### config.mk
export PLATFORM = sky130hd
export DESIGN_NAME = wb_ram_arbiter
export DESIGN_NICKNAME = d
export VERILOG_FILES = /design/src/rtl/wb_ram_arbiter.sv
export SDC_FILE = /design/constraint.sdc
export NUM_CORES = 1
export LEC_CHECK = 0
export ABC_AREA = 1
export CORE_AREA = 2 2 129 131
export DETAILED_ROUTE_END_ITERATION = 6
export DIE_AREA = 0 0 131 133
export GPL_TIMING_DRIVEN = 0
export PLACE_DENSITY = 0.5
export SYNTH_ARGS = -nofsm -noshare
export SYNTH_HDL_FRONTEND = slang
export SYNTH_SLANG_ARGS = --single-unit
### constraint.sdc
create_clock -name wb_clk_i -period 2.6 [get_ports wb_clk_i]
set_clock_uncertainty 0.1 [all_clocks]
set_input_delay 0.52 -clock wb_clk_i [delete_from_list [all_inputs] [get_ports wb_clk_i]]
set_output_delay 0.52 -clock wb_clk_i [all_outputs]
set_load 0.005 [all_outputs]
### src/rtl/wb_ram_arbiter.sv
// Two-master Wishbone arbiter sharing one RAM slave port: round-robin grant,
// burst-aware release, one idle cycle between owners and a stall watchdog.
module wb_ram_arbiter #(
  parameter int dw      = 32,
  parameter int aw      = 32,
  parameter int TIMEOUT = 255
) (
  input  logic            wb_clk_i,
  input  logic            wb_rst_ni,
  input  logic [aw-1:0]   m0_adr_i,
  input  logic [dw-1:0]   m0_dat_i,
  input  logic [dw/8-1:0] m0_sel_i,
  input  logic            m0_we_i,
  input  logic [2:0]      m0_cti_i,
  input  logic [1:0]      m0_bte_i,
  input  logic            m0_cyc_i,
  input  logic            m0_stb_i,
  output logic [dw-1:0]   m0_dat_o,
  output logic            m0_ack_o,
  output logic            m0_err_o,
  input  logic [aw-1:0]   m1_adr_i,
  input  logic [dw-1:0]   m1_dat_i,
  input  logic [dw/8-1:0] m1_sel_i,
  input  logic            m1_we_i,
  input  logic [2:0]      m1_cti_i,
  input  logic [1:0]      m1_bte_i,
  input  logic            m1_cyc_i,
  input  logic            m1_stb_i,
  output logic [dw-1:0]   m1_dat_o,
  output logic            m1_ack_o,
  output logic            m1_err_o,
  output logic [aw-1:0]   s_adr_o,
  output logic [dw-1:0]   s_dat_o,
  output logic [dw/8-1:0] s_sel_o,
  output logic            s_we_o,
  output logic [2:0]      s_cti_o,
  output logic [1:0]      s_bte_o,
  output logic            s_cyc_o,
  output logic            s_stb_o,
  input  logic [dw-1:0]   s_dat_i,
  input  logic            s_ack_i,
  input  logic            s_err_i,
  output logic [1:0]      grant_o,
  output logic            timeout_o
);

  // Keep the counter at least one bit wide so TIMEOUT=0 still elaborates.
  localparam int CW = (TIMEOUT > 0) ? $clog2(TIMEOUT + 1) : 1;

  typedef enum logic [1:0] {IDLE, GNT0, GNT1} state_e;

  state_e        state_q;
  logic          last_q;
  logic [CW-1:0] cnt_q;

  logic gnt0, gnt1, term, fire, burst_end, release_now;

  assign gnt0 = (state_q == GNT0);
  assign gnt1 = (state_q == GNT1);

  always_comb begin
    s_adr_o = '0;
    s_dat_o = '0;
    s_sel_o = '0;
    s_we_o  = 1'b0;
    s_cti_o = 3'b000;
    s_bte_o = 2'b00;
    s_cyc_o = 1'b0;
    s_stb_o = 1'b0;
    if (gnt0) begin
      s_adr_o = m0_adr_i;
      s_dat_o = m0_dat_i;
      s_sel_o = m0_sel_i;
      s_we_o  = m0_we_i;
      s_cti_o = m0_cti_i;
      s_bte_o = m0_bte_i;
      s_cyc_o = m0_cyc_i;
      s_stb_o = m0_stb_i;
    end else if (gnt1) begin
      s_adr_o = m1_adr_i;
      s_dat_o = m1_dat_i;
      s_sel_o = m1_sel_i;
      s_we_o  = m1_we_i;
      s_cti_o = m1_cti_i;
      s_bte_o = m1_bte_i;
      s_cyc_o = m1_cyc_i;
      s_stb_o = m1_stb_i;
    end
  end

  assign term        = s_ack_i | s_err_i;
  assign fire        = (TIMEOUT != 0) && s_stb_o && (cnt_q == CW'(TIMEOUT));
  assign burst_end   = (s_cti_o == 3'b000) || (s_cti_o == 3'b111);
  // s_cyc_o carries the owner's cyc, so it is low exactly when the owner drops out.
  assign release_now = !s_cyc_o || (term && burst_end) || fire;

  // A watchdog hit overrides the slave: the owner sees an error, never an ack.
  assign m0_ack_o  = gnt0 & s_ack_i & ~fire;
  assign m0_err_o  = gnt0 & (s_err_i | fire);
  assign m1_ack_o  = gnt1 & s_ack_i & ~fire;
  assign m1_err_o  = gnt1 & (s_err_i | fire);
  assign m0_dat_o  = s_dat_i;
  assign m1_dat_o  = s_dat_i;
  assign grant_o   = {gnt1, gnt0};
  assign timeout_o = fire;

  always_ff @(posedge wb_clk_i or negedge wb_rst_ni) begin
    if (!wb_rst_ni) begin
      state_q <= IDLE;
      last_q  <= 1'b1;
      cnt_q   <= '0;
    end else begin
      case (state_q)
        IDLE: begin
          cnt_q <= '0;
          if (m0_cyc_i && (!m1_cyc_i || last_q)) begin
            state_q <= GNT0;
            last_q  <= 1'b0;
          end else if (m1_cyc_i) begin
            state_q <= GNT1;
            last_q  <= 1'b1;
          end
        end
        GNT0, GNT1: begin
          if (release_now) begin
            state_q <= IDLE;
            cnt_q   <= '0;
          end else if (term) begin
            cnt_q <= '0;
          end else if (s_stb_o) begin
            cnt_q <= cnt_q + CW'(1);
          end
        end
        default: begin
          state_q <= IDLE;
          cnt_q   <= '0;
        end
      endcase
    end
  end

endmodule

==> results of run 1 <==
==> sequential cells by signal, indices dropped and copies added, names as in the netlist <==
signal and count:
cnt_q 8, state_q 2, last_q 1
==> worst min-delay path by stage <==
| stage | slack (ps) | start | cells past startpoint | endpoint |
|---|---|---|---|---|
| 3_3_place_gp | 380 | state_q[1]$_DFFE_PN0P_ | 2 | state_q[1]$_DFFE_PN0P_ |
| 6_report | 440 | last_q$_DFFE_PN1P_ | 2 | last_q$_DFFE_PN1P_ |
| 3_5_place_dp | 390 | state_q[0]$_DFFE_PN0P_ | 2 | state_q[0]$_DFFE_PN0P_ |
| 4_1_cts | 430 | last_q$_DFFE_PN1P_ | 2 | last_q$_DFFE_PN1P_ |
| 5_1_grt | 470 | cnt_q[7]$_DFFE_PN0P_ | 2 | cnt_q[7]$_DFFE_PN0P_ |
| 2_1_floorplan | 120 | wb_rst_ni | 0 | cnt_q[0]$_DFFE_PN0P_ |
==> worst max-delay path, stage by stage (launching register included) <==
cell,delay [ps]
dfrtp_1,390
inv_2,90
ha_4,200
clkinv_8,80
buf_4,150
nand3_2,80
nand2_4,70
buf_4,130
clkdlybuf4s50_1,450
==> cells by family (layout without fill, tap and decap cells) <==
| kind of cell | after synthesis | count (layout) | synth area share (%) |
|---|---|---|---|
| buffers and inverters | 103 | 420 | 30.88 |
| AOI/OAI and AO/OA | 81 | 81 | 32.59 |
| and+or+nand+nor | 77 | 77 | 19.50 |
| DFF | 11 | 11 | 13.02 |
| adders and majority gates | 4 | 4 | 2.357 |
| xor gates and xnor gates | 4 | 4 | 1.650 |
| other | 0 | 1 | 0 |
==> repair_timing <==
action,CTS,global route
gates resized for setup,110,30
pin swaps,4,3
buffers inserted,8,4
setup endpoints to repair,77,29
==> final cells by class <==
class                   instances  area, um2
fillers                      1679      10330
repair buffers                314       3127
multi-input cells             166       1271
plain buffers                  81      705.7
flip-flops and latches         11      276.5
well taps                     220      275.3
inverters                      21      103.9
clock buffers                   3      75.07
clock inverters                 1      5.005
diodes                          1      2.502
==> where the power goes <==
group | total, mW | switching [mW] | internal, mW | leakage [nW]
Combinational | 3.29 | 1.42 | 1.88 | 2.88
Clock | 0.281 | 0.0772 | 0.204 | 0.0409
Sequential | 0.224 | 0.0227 | 0.201 | 0.148
==> metal layers <==
metal,vias to the layer above,global-route usage (%),wire (um)
li1,1557,-,-
met1,1522,16.91,5364
met2,138,29.59,7803
met3,8,3.882,1350
met4,2,1.241,85
met5,-,0,13
==> placed cells by master, fill, tap and decap left out, drive strengths merged, types with 2 or more instances in the layout <==
master	count
clkdlybuf4s50	227
buf	80
a22o	71
dlygate4sd2	46
nand2	43
dlymetal6s2s	28
inv	20
nor2	17
clkbuf	16
dfrtp	10
nand4	7
nand3	7
a21oi	4
o21ai	4
ha	4
xor2	3
nor3	3
clkinv	2
==> through the flow <==
step	hold WS (ps)	TNS (ps)	util (%)
detailed placement	394.4	-27490	33.52
finish	444.8	0	36.12
global route	472.7	0	36.11
CTS	431.4	0	35.44
global placement	379.3	-25200	33.52
floorplan	124.4	0	-
==> key figures, run 1 <==
GRT
  – Largest net degree at the start of global routing: 12
  – GRT overflow: 0
  – First-pass GRT wire length: about 20000 um
  – Vias in the first global route: approximately 3300
  – Antenna violations before repair: 2
  – GRT Overall Usage: ~15%

Hold path
  – Min-delay worst type: flip-flop to flip-flop

Finish
  – Finished Layout Cells: ~820
  – Share of post-route cells with drive strength above 1: 21.78%
  – Synth-to-Final Area Change: 175.1%
  – Final Cell Area: 5842 um2
  – Nets: 790

Place
  – Input/output buffers: about 300
  – Place WS: -440.5 ps
  – Dpl cells: between 800 and 900
  – Post-DP Area: 5421 um2
  – Post-DP HPWL: 12660 um
  – RePlAce Congestion: 0.8055

STA
  – Max Slew Vio Count: 0
  – Fin crit share: between 90% and 100%
  – Max Freq: ~400 MHz
  – Final Hold Viols: 0
  – Final setup viols: 0
  – Worst-Margin Slew: 556.3 ps
  – PnR worst setup slack: approximately 90 ps
  – Slew HR: roughly 63%
  – Fin crit period: 2510 ps
  – RSZ-0062 raised after global routing: false

Flow run
  – Max_cap viols: 0

Drt
  – Post-Route WL: 14620 um
  – Drt drc: 0
  – Antenna viol nets, final: 0
  – Drt pass-1 iters: 4
  – Vias per cell: around 3.9
  – Vias post-DR: about 3200
  – DR iter-0 viols: 66
  – Avg WL per Cell: 17.87 um

Worst setup path
  – Maximum fanout along the worst path: 4
  – Worst R2R End: state_q[0]$_DFFE_PN0P_
  – Arr. time, crit path: 1890 ps
  – CP Launch Type: flip-flop
  – Crit path kind: flip-flop to output pin
  – CP Launch Point: state_q[1]$_DFFE_PN0P_
  – Reg2reg path depth: 15
  – Worst Setup End Kind: output pin
  – Worst r2r src: state_q[1]$_DFFE_PN0P_
  – CP required: approximately 2000 ps
  – Critical Path Sink: s_stb_o
  – R2R Setup Slk: approximately 570 ps

Synthesis
  – Post-synth top area cell: a22o_1
  – Top FF cell, synth: dfrtp_1
  – Post-Syn Nets: between 400 and 500
  – Most frequent cell after synthesis: a22o_1
  – Fraction of registers with async set/reset: 100.0%
  – Yosys warns: 0
  – Commonest cells post-synth: a22o_1, buf_4, nand2_1, inv_1, clkbuf_1
  – Synthesized cell area: between 2000 and 2500 um2
  – Yosys reg bits: 11
  – Synthesized instance count: between 200 and 300
  – Top cells by area, synth: a22o_1, buf_4, dfrtp_1
  – Post-synth EDFFs: 0
  – Sequential-to-total area share from yosys stat: approximately an eighth
  – Syn_area_per_cell: approximately 7.6 um2
  – Post-synth top area share: 29.29%
  – Synth cell types: 31

CTS
  – Latest clock arrival within the worst-skew pair: 240 ps
  – Cts hold-fix bufs: 0
  – CTS tree: yes
  – Root buffer cell: clkbuf_16
  – Clock Sinks: 11
  – H-tree levels: 1
  – Worst-case clock buffer depth: 2
  – Clk pin slew, worst setup/hold paths: 40 ps
  – TritonCTS buffer count: 3

Floorplanning
  – # rows: 47
  – # IOs: 335
  – Initial core utilization: a little over an eighth
  – Die Wd: 131 um
  – Die ar.: roughly 17000 um2
  – Chip Height: approximately 130 um
  – Core area: ~16000 um2

Power
  – PD cells: ~650 nW/um2
  – Pleak: slightly above 3 nW
  – Post-route total power: roughly 3.8 mW
  – Max IR drop VDD: roughly 0.46 mV

Run status
  – Status: finished, final reports clean
Power figures use the tool's default switching activity.
==> run 2: changes to the inputs <==
--- a/config.mk
+++ b/config.mk
@@ -7,6 +7,7 @@
 export LEC_CHECK = 0
 export ABC_AREA = 1
 export CORE_AREA = 2 2 129 131
+export CTS_CLUSTER_DIAMETER = 120
 export DETAILED_ROUTE_END_ITERATION = 6
 export DIE_AREA = 0 0 131 133
 export GPL_TIMING_DRIVEN = 0
==> results of run 2 <==
Final layout, timing and power as in run 1 (identical DEF).
